**src/rtl/mem_arb_pkg.sv**
```systemverilog
// Shared types and constants for the IF/DM unified-memory arbiter.
// Optional feature macro (used by mem_port_arbiter): MEM_ARB_PERF_CNT_EN.
package mem_arb_pkg;

   localparam int ADDR_W_DEF     = 32;
   localparam int DATA_W_DEF     = 32;
   localparam int CTRL_W_DEF     = 3;
   localparam int MAX_DM_RUN_DEF = 4;
   localparam int RUN_CNT_W      = 4;

   localparam logic [2:0] CTRL_WORD = 3'b010;

   typedef enum logic [1:0] {
      IDLE    = 2'd0,
      BUSY_IF = 2'd1,
      BUSY_DM = 2'd2
   } arb_state_t;

   typedef enum logic {
      OWN_IF = 1'b0,
      OWN_DM = 1'b1
   } owner_t;

   function automatic logic [RUN_CNT_W-1:0] sat_inc(input logic [RUN_CNT_W-1:0] v,
                                                    input logic [RUN_CNT_W-1:0] lim);
      return (v >= lim) ? lim : v + 1'b1;
   endfunction

endpackage

```
**src/rtl/mem_arb_prio.sv**
```systemverilog
// Winner select for the shared memory port: DM first, unless IF has waited
// through MAX_DM_RUN consecutive DM grants.
module mem_arb_prio
   import mem_arb_pkg::*;
#(
   parameter int MAX_DM_RUN = MAX_DM_RUN_DEF
) (
   input  logic clk,
   input  logic reset,
   input  logic if_req_i,
   input  logic dm_req_i,
   input  logic accept_i,
   output logic if_gnt_o,
   output logic dm_gnt_o
);

   localparam logic [RUN_CNT_W-1:0] RUN_LIM = RUN_CNT_W'(MAX_DM_RUN);

   logic [RUN_CNT_W-1:0] run_cnt_q;
   logic [RUN_CNT_W-1:0] run_cnt_d;
   logic                 starve;

   always_comb begin
      starve   = if_req_i && (run_cnt_q == RUN_LIM);
      dm_gnt_o = accept_i && dm_req_i && !starve;
      if_gnt_o = accept_i && if_req_i && !dm_gnt_o;

      // The run only measures DM grants taken while IF is actually waiting.
      run_cnt_d = run_cnt_q;
      if (!if_req_i || if_gnt_o) begin
         run_cnt_d = '0;
      end else if (dm_gnt_o) begin
         run_cnt_d = sat_inc(run_cnt_q, RUN_LIM);
      end
   end

   always_ff @(posedge clk or posedge reset) begin
      if (reset) begin
         run_cnt_q <= '0;
      end else begin
         run_cnt_q <= run_cnt_d;
      end
   end

endmodule

```
**src/rtl/mem_port_arbiter.sv**
```systemverilog
// Shares one single-ported memory between instruction fetch and data memory.
// Define MEM_ARB_PERF_CNT_EN to add the IF-wait and DM-grant perf counters.
module mem_port_arbiter
   import mem_arb_pkg::*;
#(
   parameter int ADDR_W     = ADDR_W_DEF,
   parameter int DATA_W     = DATA_W_DEF,
   parameter int CTRL_W     = CTRL_W_DEF,
   parameter int MAX_DM_RUN = MAX_DM_RUN_DEF
) (
   input  logic              clk,
   input  logic              reset,
   input  logic              if_req_i,
   input  logic [ADDR_W-1:0] if_addr_i,
   output logic              if_gnt_o,
   output logic [DATA_W-1:0] if_rdata_o,
   output logic              if_rvalid_o,
   input  logic              dm_req_i,
   input  logic              dm_we_i,
   input  logic [ADDR_W-1:0] dm_addr_i,
   input  logic [DATA_W-1:0] dm_wdata_i,
   input  logic [CTRL_W-1:0] dm_ctrl_i,
   output logic              dm_gnt_o,
   output logic [DATA_W-1:0] dm_rdata_o,
   output logic              dm_rvalid_o,
   output logic              mem_req_o,
   output logic              mem_we_o,
   output logic [ADDR_W-1:0] mem_addr_o,
   output logic [DATA_W-1:0] mem_wdata_o,
   output logic [CTRL_W-1:0] mem_ctrl_o,
   input  logic              mem_ready_i,
`ifdef MEM_ARB_PERF_CNT_EN
   output logic [31:0]       perf_if_wait_o,
   output logic [31:0]       perf_dm_grants_o,
`endif
   input  logic [DATA_W-1:0] mem_rdata_i
);

   arb_state_t        state_q, state_d;
   logic              mem_req_q, mem_req_d;
   logic              mem_we_q, mem_we_d;
   logic [ADDR_W-1:0] mem_addr_q, mem_addr_d;
   logic [DATA_W-1:0] mem_wdata_q, mem_wdata_d;
   logic [CTRL_W-1:0] mem_ctrl_q, mem_ctrl_d;
   logic [DATA_W-1:0] if_rdata_q, if_rdata_d;
   logic [DATA_W-1:0] dm_rdata_q, dm_rdata_d;
   logic              if_rvalid_q, if_rvalid_d;
   logic              dm_rvalid_q, dm_rvalid_d;

   logic   accept;
   logic   done;
   owner_t win_own;

   // A new request may only be taken while the port is free or finishing.
   assign accept  = (state_q == IDLE) || mem_ready_i;
   assign done    = (state_q != IDLE) && mem_ready_i;
   assign win_own = dm_gnt_o ? OWN_DM : OWN_IF;

   mem_arb_prio #(
      .MAX_DM_RUN (MAX_DM_RUN)
   ) u_prio (
      .clk      (clk),
      .reset    (reset),
      .if_req_i (if_req_i),
      .dm_req_i (dm_req_i),
      .accept_i (accept),
      .if_gnt_o (if_gnt_o),
      .dm_gnt_o (dm_gnt_o)
   );

   always_comb begin
      state_d     = state_q;
      mem_req_d   = mem_req_q;
      mem_we_d    = mem_we_q;
      mem_addr_d  = mem_addr_q;
      mem_wdata_d = mem_wdata_q;
      mem_ctrl_d  = mem_ctrl_q;
      if_rdata_d  = if_rdata_q;
      dm_rdata_d  = dm_rdata_q;
      if_rvalid_d = done && (state_q == BUSY_IF);
      dm_rvalid_d = done && (state_q == BUSY_DM);

      if (if_rvalid_d) if_rdata_d = mem_rdata_i;
      if (dm_rvalid_d) dm_rdata_d = mem_rdata_i;

      if (if_gnt_o || dm_gnt_o) begin
         mem_req_d = 1'b1;
         if (win_own == OWN_DM) begin
            state_d     = BUSY_DM;
            mem_we_d    = dm_we_i;
            mem_addr_d  = dm_addr_i;
            mem_wdata_d = dm_wdata_i;
            mem_ctrl_d  = dm_ctrl_i;
         end else begin
            state_d     = BUSY_IF;
            mem_we_d    = 1'b0;
            mem_addr_d  = if_addr_i;
            mem_wdata_d = '0;
            mem_ctrl_d  = CTRL_W'(CTRL_WORD);
         end
      end else if (done) begin
         state_d   = IDLE;
         mem_req_d = 1'b0;
      end
   end

   always_ff @(posedge clk or posedge reset) begin
      if (reset) begin
         state_q     <= IDLE;
         mem_req_q   <= 1'b0;
         mem_we_q    <= 1'b0;
         mem_addr_q  <= '0;
         mem_wdata_q <= '0;
         mem_ctrl_q  <= '0;
         if_rdata_q  <= '0;
         dm_rdata_q  <= '0;
         if_rvalid_q <= 1'b0;
         dm_rvalid_q <= 1'b0;
      end else begin
         state_q     <= state_d;
         mem_req_q   <= mem_req_d;
         mem_we_q    <= mem_we_d;
         mem_addr_q  <= mem_addr_d;
         mem_wdata_q <= mem_wdata_d;
         mem_ctrl_q  <= mem_ctrl_d;
         if_rdata_q  <= if_rdata_d;
         dm_rdata_q  <= dm_rdata_d;
         if_rvalid_q <= if_rvalid_d;
         dm_rvalid_q <= dm_rvalid_d;
      end
   end

   assign mem_req_o   = mem_req_q;
   assign mem_we_o    = mem_we_q;
   assign mem_addr_o  = mem_addr_q;
   assign mem_wdata_o = mem_wdata_q;
   assign mem_ctrl_o  = mem_ctrl_q;
   assign if_rdata_o  = if_rdata_q;
   assign dm_rdata_o  = dm_rdata_q;
   assign if_rvalid_o = if_rvalid_q;
   assign dm_rvalid_o = dm_rvalid_q;

`ifdef MEM_ARB_PERF_CNT_EN
   logic [31:0] perf_if_wait_q, perf_if_wait_d;
   logic [31:0] perf_dm_grants_q, perf_dm_grants_d;

   always_comb begin
      perf_if_wait_d   = perf_if_wait_q + {31'd0, (if_req_i && !if_gnt_o)};
      perf_dm_grants_d = perf_dm_grants_q + {31'd0, dm_gnt_o};
   end

   always_ff @(posedge clk or posedge reset) begin
      if (reset) begin
         perf_if_wait_q   <= '0;
         perf_dm_grants_q <= '0;
      end else begin
         perf_if_wait_q   <= perf_if_wait_d;
         perf_dm_grants_q <= perf_dm_grants_d;
      end
   end

   assign perf_if_wait_o   = perf_if_wait_q;
   assign perf_dm_grants_o = perf_dm_grants_q;
`endif

endmodule

```
**config.mk**
```make
export PLATFORM = sky130hd
export DESIGN_NAME = mem_port_arbiter
export DESIGN_NICKNAME = d
export VERILOG_FILES = /design/src/rtl/mem_arb_pkg.sv /design/src/rtl/mem_arb_prio.sv /design/src/rtl/mem_port_arbiter.sv
export SDC_FILE = /design/constraint.sdc
export NUM_CORES = 1
export LEC_CHECK = 0
export BUFFER_PORTS_ARGS = -buffer_cell sky130_fd_sc_hd__buf_2
export CORE_MARGIN = 10
export CORE_UTILIZATION = 46
export DETAILED_ROUTE_END_ITERATION = 12
export PLACE_DENSITY = 0.89
export SETUP_SLACK_MARGIN = 0.2
export SYNTH_ARGS = -nofsm -noshare
export SYNTH_HDL_FRONTEND = slang
export SYNTH_SLANG_ARGS = --single-unit
```
**constraint.sdc**
```tcl
create_clock -name clk -period 4.8 [get_ports clk]
set_clock_uncertainty 0.2 [all_clocks]
set_input_delay 0.24 -clock clk [delete_from_list [all_inputs] [get_ports clk]]
set_output_delay 0.24 -clock clk [all_outputs]
set_load 0.01 [all_outputs]
```
* Yosys cells after proc, flatten, opt, wreduce, memory -nomap -nowiden
Index checks and enable logic that the tools add are counted.
Widths: inputs -> output; s select.
** Operators by class
- Reductions and logical operators :: 18
- Mux-type cells :: 13
- Add/sub/neg operators :: 1
- Equal/unequal tests :: 3
- Order comparisons :: 1
** Operator list (count)
- $mux 32 :: 2
- $mux 4 :: 3
- $logic_and 1x1->1 :: 8
- $mux 2 :: 3
- $reduce_bool 2->1 :: 3
- $add 4x1->4 const B :: 1
- $eq 4x3->1 const B :: 1
- $ge 4x3->1 const B :: 1
- $mux 1 :: 4
- $logic_not 1->1 :: 3
- $logic_or 1x1->1 :: 3
- $mux 3 :: 1
- $eq 2x1->1 const B :: 1
- $eq 2x2->1 const B :: 1
- $logic_not 2->1 :: 1
** Storage, ports and cells
- Output and inout bits :: 137
- Flip-flop bits (word level) :: 141
- Input port bits :: 137
- Word-level logic and storage cells :: 47

* Logic depth before layout (Yosys ltp)
- Depth in word-level cells :: 8
- Mapped depth :: 7
- Depth with buffers taken out :: 5

* By module
A second synthesis with hierarchy kept.
** Second synthesis, totals
- Cell total of the unflattened synthesis :: 467
- Area total of the unflattened synthesis :: 6010.8 µm²
** Modules (own cells, without submodules)
- mem_port_arbiter :: instances 1, cells each 442, area an instance 5771.8 µm², seq. area each 3428.3 µm²
- mem_arb_prio :: instances 1, cells each 25, area an instance 239.0 µm², seq. area each 100.1 µm²

* Least setup slack after synthesis
OpenSTA, ideal clock, no wires.
- Path type :: register -> register
- Start :: register u_prio.run_cnt_q[0]
- End :: register mem_wdata_q[10], in the netlist mem_wdata_o[10]
- Arrival :: 1391 ps
- Path slack :: 3088 ps
- Setup time :: 121 ps
- Period minus slack after synthesis :: 1712 ps
- Buffers on the path :: 2
- Cell stages (with the launch flop) :: 8
- Data required time :: 4479 ps
- Cell sequence :: dfrtp_1 > inv_1 > ha_1 > nand4b_2 > and3_4 > buf_6 > buf_6 > a22o_1
** On the way
- Longest elaborated chain between the ends :: 7
- Elaborated cells on any way between the ends :: 9
- Those cells by class :: eq/ne: 1; mux: 2; reduce/logical: 6
** Ends and longest elaborated chain
- from (decl) :: RTL line mem_arb_prio.sv:19 : logic [RUN_CNT_W-1:0] run_cnt_q;
- from (signal assigned) :: RTL line mem_arb_prio.sv:41 : run_cnt_q <= run_cnt_d;
- $eq 4x3->1 * :: RTL line mem_arb_prio.sv:24 : starve = if_req_i && (run_cnt_q == RUN_LIM);
- $logic_and 1x1->1 * :: RTL line mem_arb_prio.sv:24
- $logic_not 1->1 * :: RTL line mem_arb_prio.sv:25 : dm_gnt_o = accept_i && dm_req_i && !starve;
- $logic_and 1x1->1 * :: RTL line mem_arb_prio.sv:25
- $logic_not 1->1 :: RTL line mem_arb_prio.sv:26 : if_gnt_o = accept_i && if_req_i && !dm_gnt_o;
- $logic_and 1x1->1 :: RTL line mem_arb_prio.sv:26
- $logic_or 1x1->1 :: RTL line mem_port_arbiter.sv:86 : if (if_gnt_o || dm_gnt_o) begin
- to (signal assigned) :: RTL line mem_port_arbiter.sv:124 : mem_wdata_q <= mem_wdata_d;
- to (decl) :: RTL line mem_port_arbiter.sv:43 : logic [DATA_W-1:0] mem_wdata_q, mem_wdata_d;
Mark *: on every way between the ends. The rest lies on a longest branch, timed or not.
A chain may end at the register's enable or synchronous reset.

* Final worst setup path
- Start :: input if_req_i
- End :: register mem_addr_q[23], in the netlist mem_addr_o[23]
** On the way
- Longest elaborated chain between the ends :: 6
- Elaborated cells on any way between the ends :: 9
- Those cells by class :: mux: 2; reduce/logical: 7
** Ends and longest elaborated chain
- from (decl) :: RTL line mem_port_arbiter.sv:13 : input logic if_req_i,
- $logic_and 1x1->1 :: RTL line mem_arb_prio.sv:24
- $logic_not 1->1 :: RTL line mem_arb_prio.sv:25
- $logic_and 1x1->1 :: RTL line mem_arb_prio.sv:25
- $logic_not 1->1 :: RTL line mem_arb_prio.sv:26
- $logic_and 1x1->1 :: RTL line mem_arb_prio.sv:26
- $logic_or 1x1->1 :: RTL line mem_port_arbiter.sv:86
- to (signal assigned) :: RTL line mem_port_arbiter.sv:123 : mem_addr_q <= mem_addr_d;
- to (decl) :: RTL line mem_port_arbiter.sv:42 : logic [ADDR_W-1:0] mem_addr_q, mem_addr_d;
Parallel ways exist; a longest one is shown, timed or not.

==> summary.txt <==
Final layout
  • Post-route cell area: 0.00913 sq mm
  • Area growth from synthesis to layout: 59.5%
  • Share of layout cells above drive strength 1: 0.448
  • Layout Cells excl Fill: 1,026
  • Final #Nets: 980

CTS
  • Reg clk slew, reported paths: 60 ps
  • Clock Latency Late Sink: 410 ps
  • CTS H-tree lvls: 4
  • CTS sink count: 141
  • Clk buf depth: 2
  • CTS tree: built
  • CTS resizes: 0
  • Inserted Clock Buffers: 17
  • Setup repair bufs after CTS: 0
  • Clk root buf: clkbuf_16

Floorplanning
  • DIE AREA: 0.0173 sq mm
  • Initial Util: 0.473
  • # IOs: 274
  • # rows: 40
  • Die X: 132 microns
  • Core Footprint: 0.0121 sq mm
  • Die H: 132 microns

Timing
  • Least-Margin Pin Slew: 888 ps
  • Period minus WS final: 2860 ps
  • Setup TNS: 0 ps
  • Slew Viols, Final: 0
  • RSZ-0062 raised after global routing: false
  • Setup-failing EPs final: 0
  • Tcrit/Tclk final: 0.595
  • Max-slew headroom: 0.408
  • Max Fclk: 0.350 GHz
  • PnR worst setup slack: 1940 ps
  • Fin. Hold Viols: 0
  • Worst hold slack: 296 ps

Hold path
  • Hold path startpoint: mem_wdata_o[2]$_DFFE_PP0P_
  • WHS Endpoint: mem_wdata_o[2]$_DFFE_PP0P_
  • Worst Hold Class: flop to flop
  • Worst hold path depth: 1

Pwr
  • Worst vdd ir: 0.201 mV
  • Pwr Density: 448 mW/mm^2
  • Leakage power: 4.60 nW

Logic synthesis
  • EDFF count, synth: 0
  • Compound-gate portion of the synthesized area: 0.128
  • Synth Area in XOR/XNOR: 0
  • Simple-gate share of the synthesized area: 0.0599
  • Avg Inst Size Synth: 13.0 sq um
  • Post-synth net total: 579
  • Post-synthesis sequential area ratio: 0.616
  • Distinct cells, synth: 29
  • Post-Syn Area: 0.00573 sq mm
  • Yosys warnings: 0
  • Gate Count Post-Synth: 440
  • Largest area contributor in the synthesized netlist: dfrtp_1
  • Post-Synth Adder-Cell Area: 0.00437
  • Post-synthesis mux area share: 0.126
  • Largest family of logic cells by synthesized area: compound AO/OA/AOI/OAI gates
  • Top cells by area, synth: dfrtp_1 62%, mux2_2 13%, a222oi_1 5.6%
  • Post-synthesis async set-or-reset flop share: 1.00
  • Post-synthesis register bit count: 141
  • Dominant synthesized flop cell: dfrtp_1
  • Synth top area share: 0.616

Critical path
  • CP startpoint kind: input pin
  • FF-to-FF End: mem_addr_o[23]$_DFFE_PP0P_
  • R2R Path Start: state_q[1]$_DFFE_PP0P_
  • Worst-path maximum fanout: 41
  • Setup crit end kind: flop
  • Arrival time worst endpoint: 2940 ps
  • WP data required: 4890 ps
  • Critical path class: input pin to flop
  • FF-to-FF path depth: 5
  • R2R setup slack: 2070 ps

GRT
  • Initial antenna violation count: 4
  • Global-route wire length before repair: 33,900 microns
  • GRT Total Usage: 0.244
  • Pin count of the biggest net entering global routing: 105
  • GRT overflow: 0
  • Number of global-route vias before repair: 6,002

Drt
  • Drt pass-1 iters: 10
  • Routed vias/inst: 5.30
  • # DRC: 0
  • Total Wirelength: 21,700 microns
  • Antenna Nets Post-Route: 0
  • Vias: 5,436
  • Detailed Route Iter0 Violations: 533
  • Average wire per standard cell: 21.2 microns

Place
  • RD Place Congestion: 0.841
  • Pre-CTS setup slack: 2710 ps
  • Placed Instance Area: 0.00714 sq mm
  • Port Buf Inserts: 273
  • Dpl hpwl: 12,400 microns
  • Post-placement cell count: 854

Flow run
  • Max cap viols: 0

Outcome
  • Status: finished clean
## synthesized netlist by cell type (2+ instances only)
cell type	instances
nand3b_1	2
buf_4	2
buf_2	18
buf_6	5
nor2_1	69
inv_1	41
a22o_1	36
nand2_1	2
ha_1	2
buf_8	3
clkbuf_1	5
a21oi_1	2
a222oi_1	32
o21ai_2	2
dfrtp_1	141
nand4_1	2
mux2_2	64
## final cells by class
cell class	count	area, sq um
Antenna cell	5	12.5
Clock buffer	21	460
Clock inverter	10	163
Fill cell	726	2980
Inverter	41	159
Multi-Input combinational cell	225	1830
Sequential cell	141	3530
Tap cell	168	210
Timing Repair Buffer	415	2770
## flip-flops by register name (all words and copies together), names as in the netlist
signal	count
state_q	2
mem_req_o	1
if_rdata_o	32
mem_wdata_o	32
mem_ctrl_o	3
dm_rvalid_o	1
dm_rdata_o	32
mem_addr_o	32
if_rvalid_o	1
u_prio.run_cnt_q	4
mem_we_o	1
## repair_timing
action	in CTS	in global routing
endpoints found under the hold margin	242	0
setup endpoints to repair	0	0
hold buffers	136	0
## cell usage in the layout, fill, tap and decap left out, types with 2 or more instances in the layout
cell type      synthesis  final
dfrtp_1              141    141
nand4_1                2      2
nor2_1                69     69
diode_2                0      5
clkinv_2               0      2
ha_1                   2      2
a222oi_1              32     32
inv_1                 41     40
inv_6                  0      2
clkbuf_16              0     17
a21oi_1                2      2
buf_4                  2      6
clkbuf_1               5      2
buf_2                 18    273
bufinv_16              0      4
dlygate4sd3_1          0    136
nand3b_1               2      2
nand2_1                2      2
clkbuf_8               0      2
clkinvlp_4             0      2
mux2_2                64     64
a22o_1                36     36
## power breakdown
part,total [mW],leakage (nW),internal [mW],switching [mW]
Clock,1.40,0.300,0.895,0.502
Sequential,1.60,1.68,1.45,0.156
Combinational,1.09,2.62,0.541,0.546
## metal layers
metal,wire (microns),up-vias,GRT usage,part of all wire
met5,0,-,0,0
met4,700,0,0.124,0.032
met3,1800,54,0.0762,0.083
met2,10900,356,0.414,0.50
met1,8280,2657,0.271,0.38
li1,-,2369,-,-
## stage by stage
step / utilization / power, mW
after floorplan: - / 2.08
after global placement: 0.589 / 2.47
after detailed placement: 0.589 / 2.52
after CTS: 0.753 / 4.04
after global routing: 0.754 / 4.25
final: 0.754 / 4.09
## worst max-delay path: stages
cell and delay [ps]:
dlygate4sd3_1 530, buf_2 180, o21ai_4 610, buf_4 530
a222oi_1 220, dlygate4sd3_1 620
## cells by family after synthesis
kind of cell | after synthesis
AOI/OAI and AO/OA | 79
adders and majority gates | 2
buffers and inverters | 74
DFF | 141
muxes | 64
and+or+nand+nor | 80
## worst max-delay path by stage
stage / startpoint / endpoint / cells after the start
finish: if_req_i / mem_addr_o[23]$_DFFE_PP0P_ / 6
global route: if_req_i / mem_addr_o[23]$_DFFE_PP0P_ / 6
CTS: if_req_i / mem_addr_o[13]$_DFFE_PP0P_ / 6
detailed placement: if_req_i / mem_addr_o[13]$_DFFE_PP0P_ / 4
global placement: if_req_i / mem_addr_o[17]$_DFFE_PP0P_ / 4
floorplan: reset / dm_rdata_o[0]$_DFFE_PP0P_ / 1
Note: power is estimated with default switching activity, not from simulation.
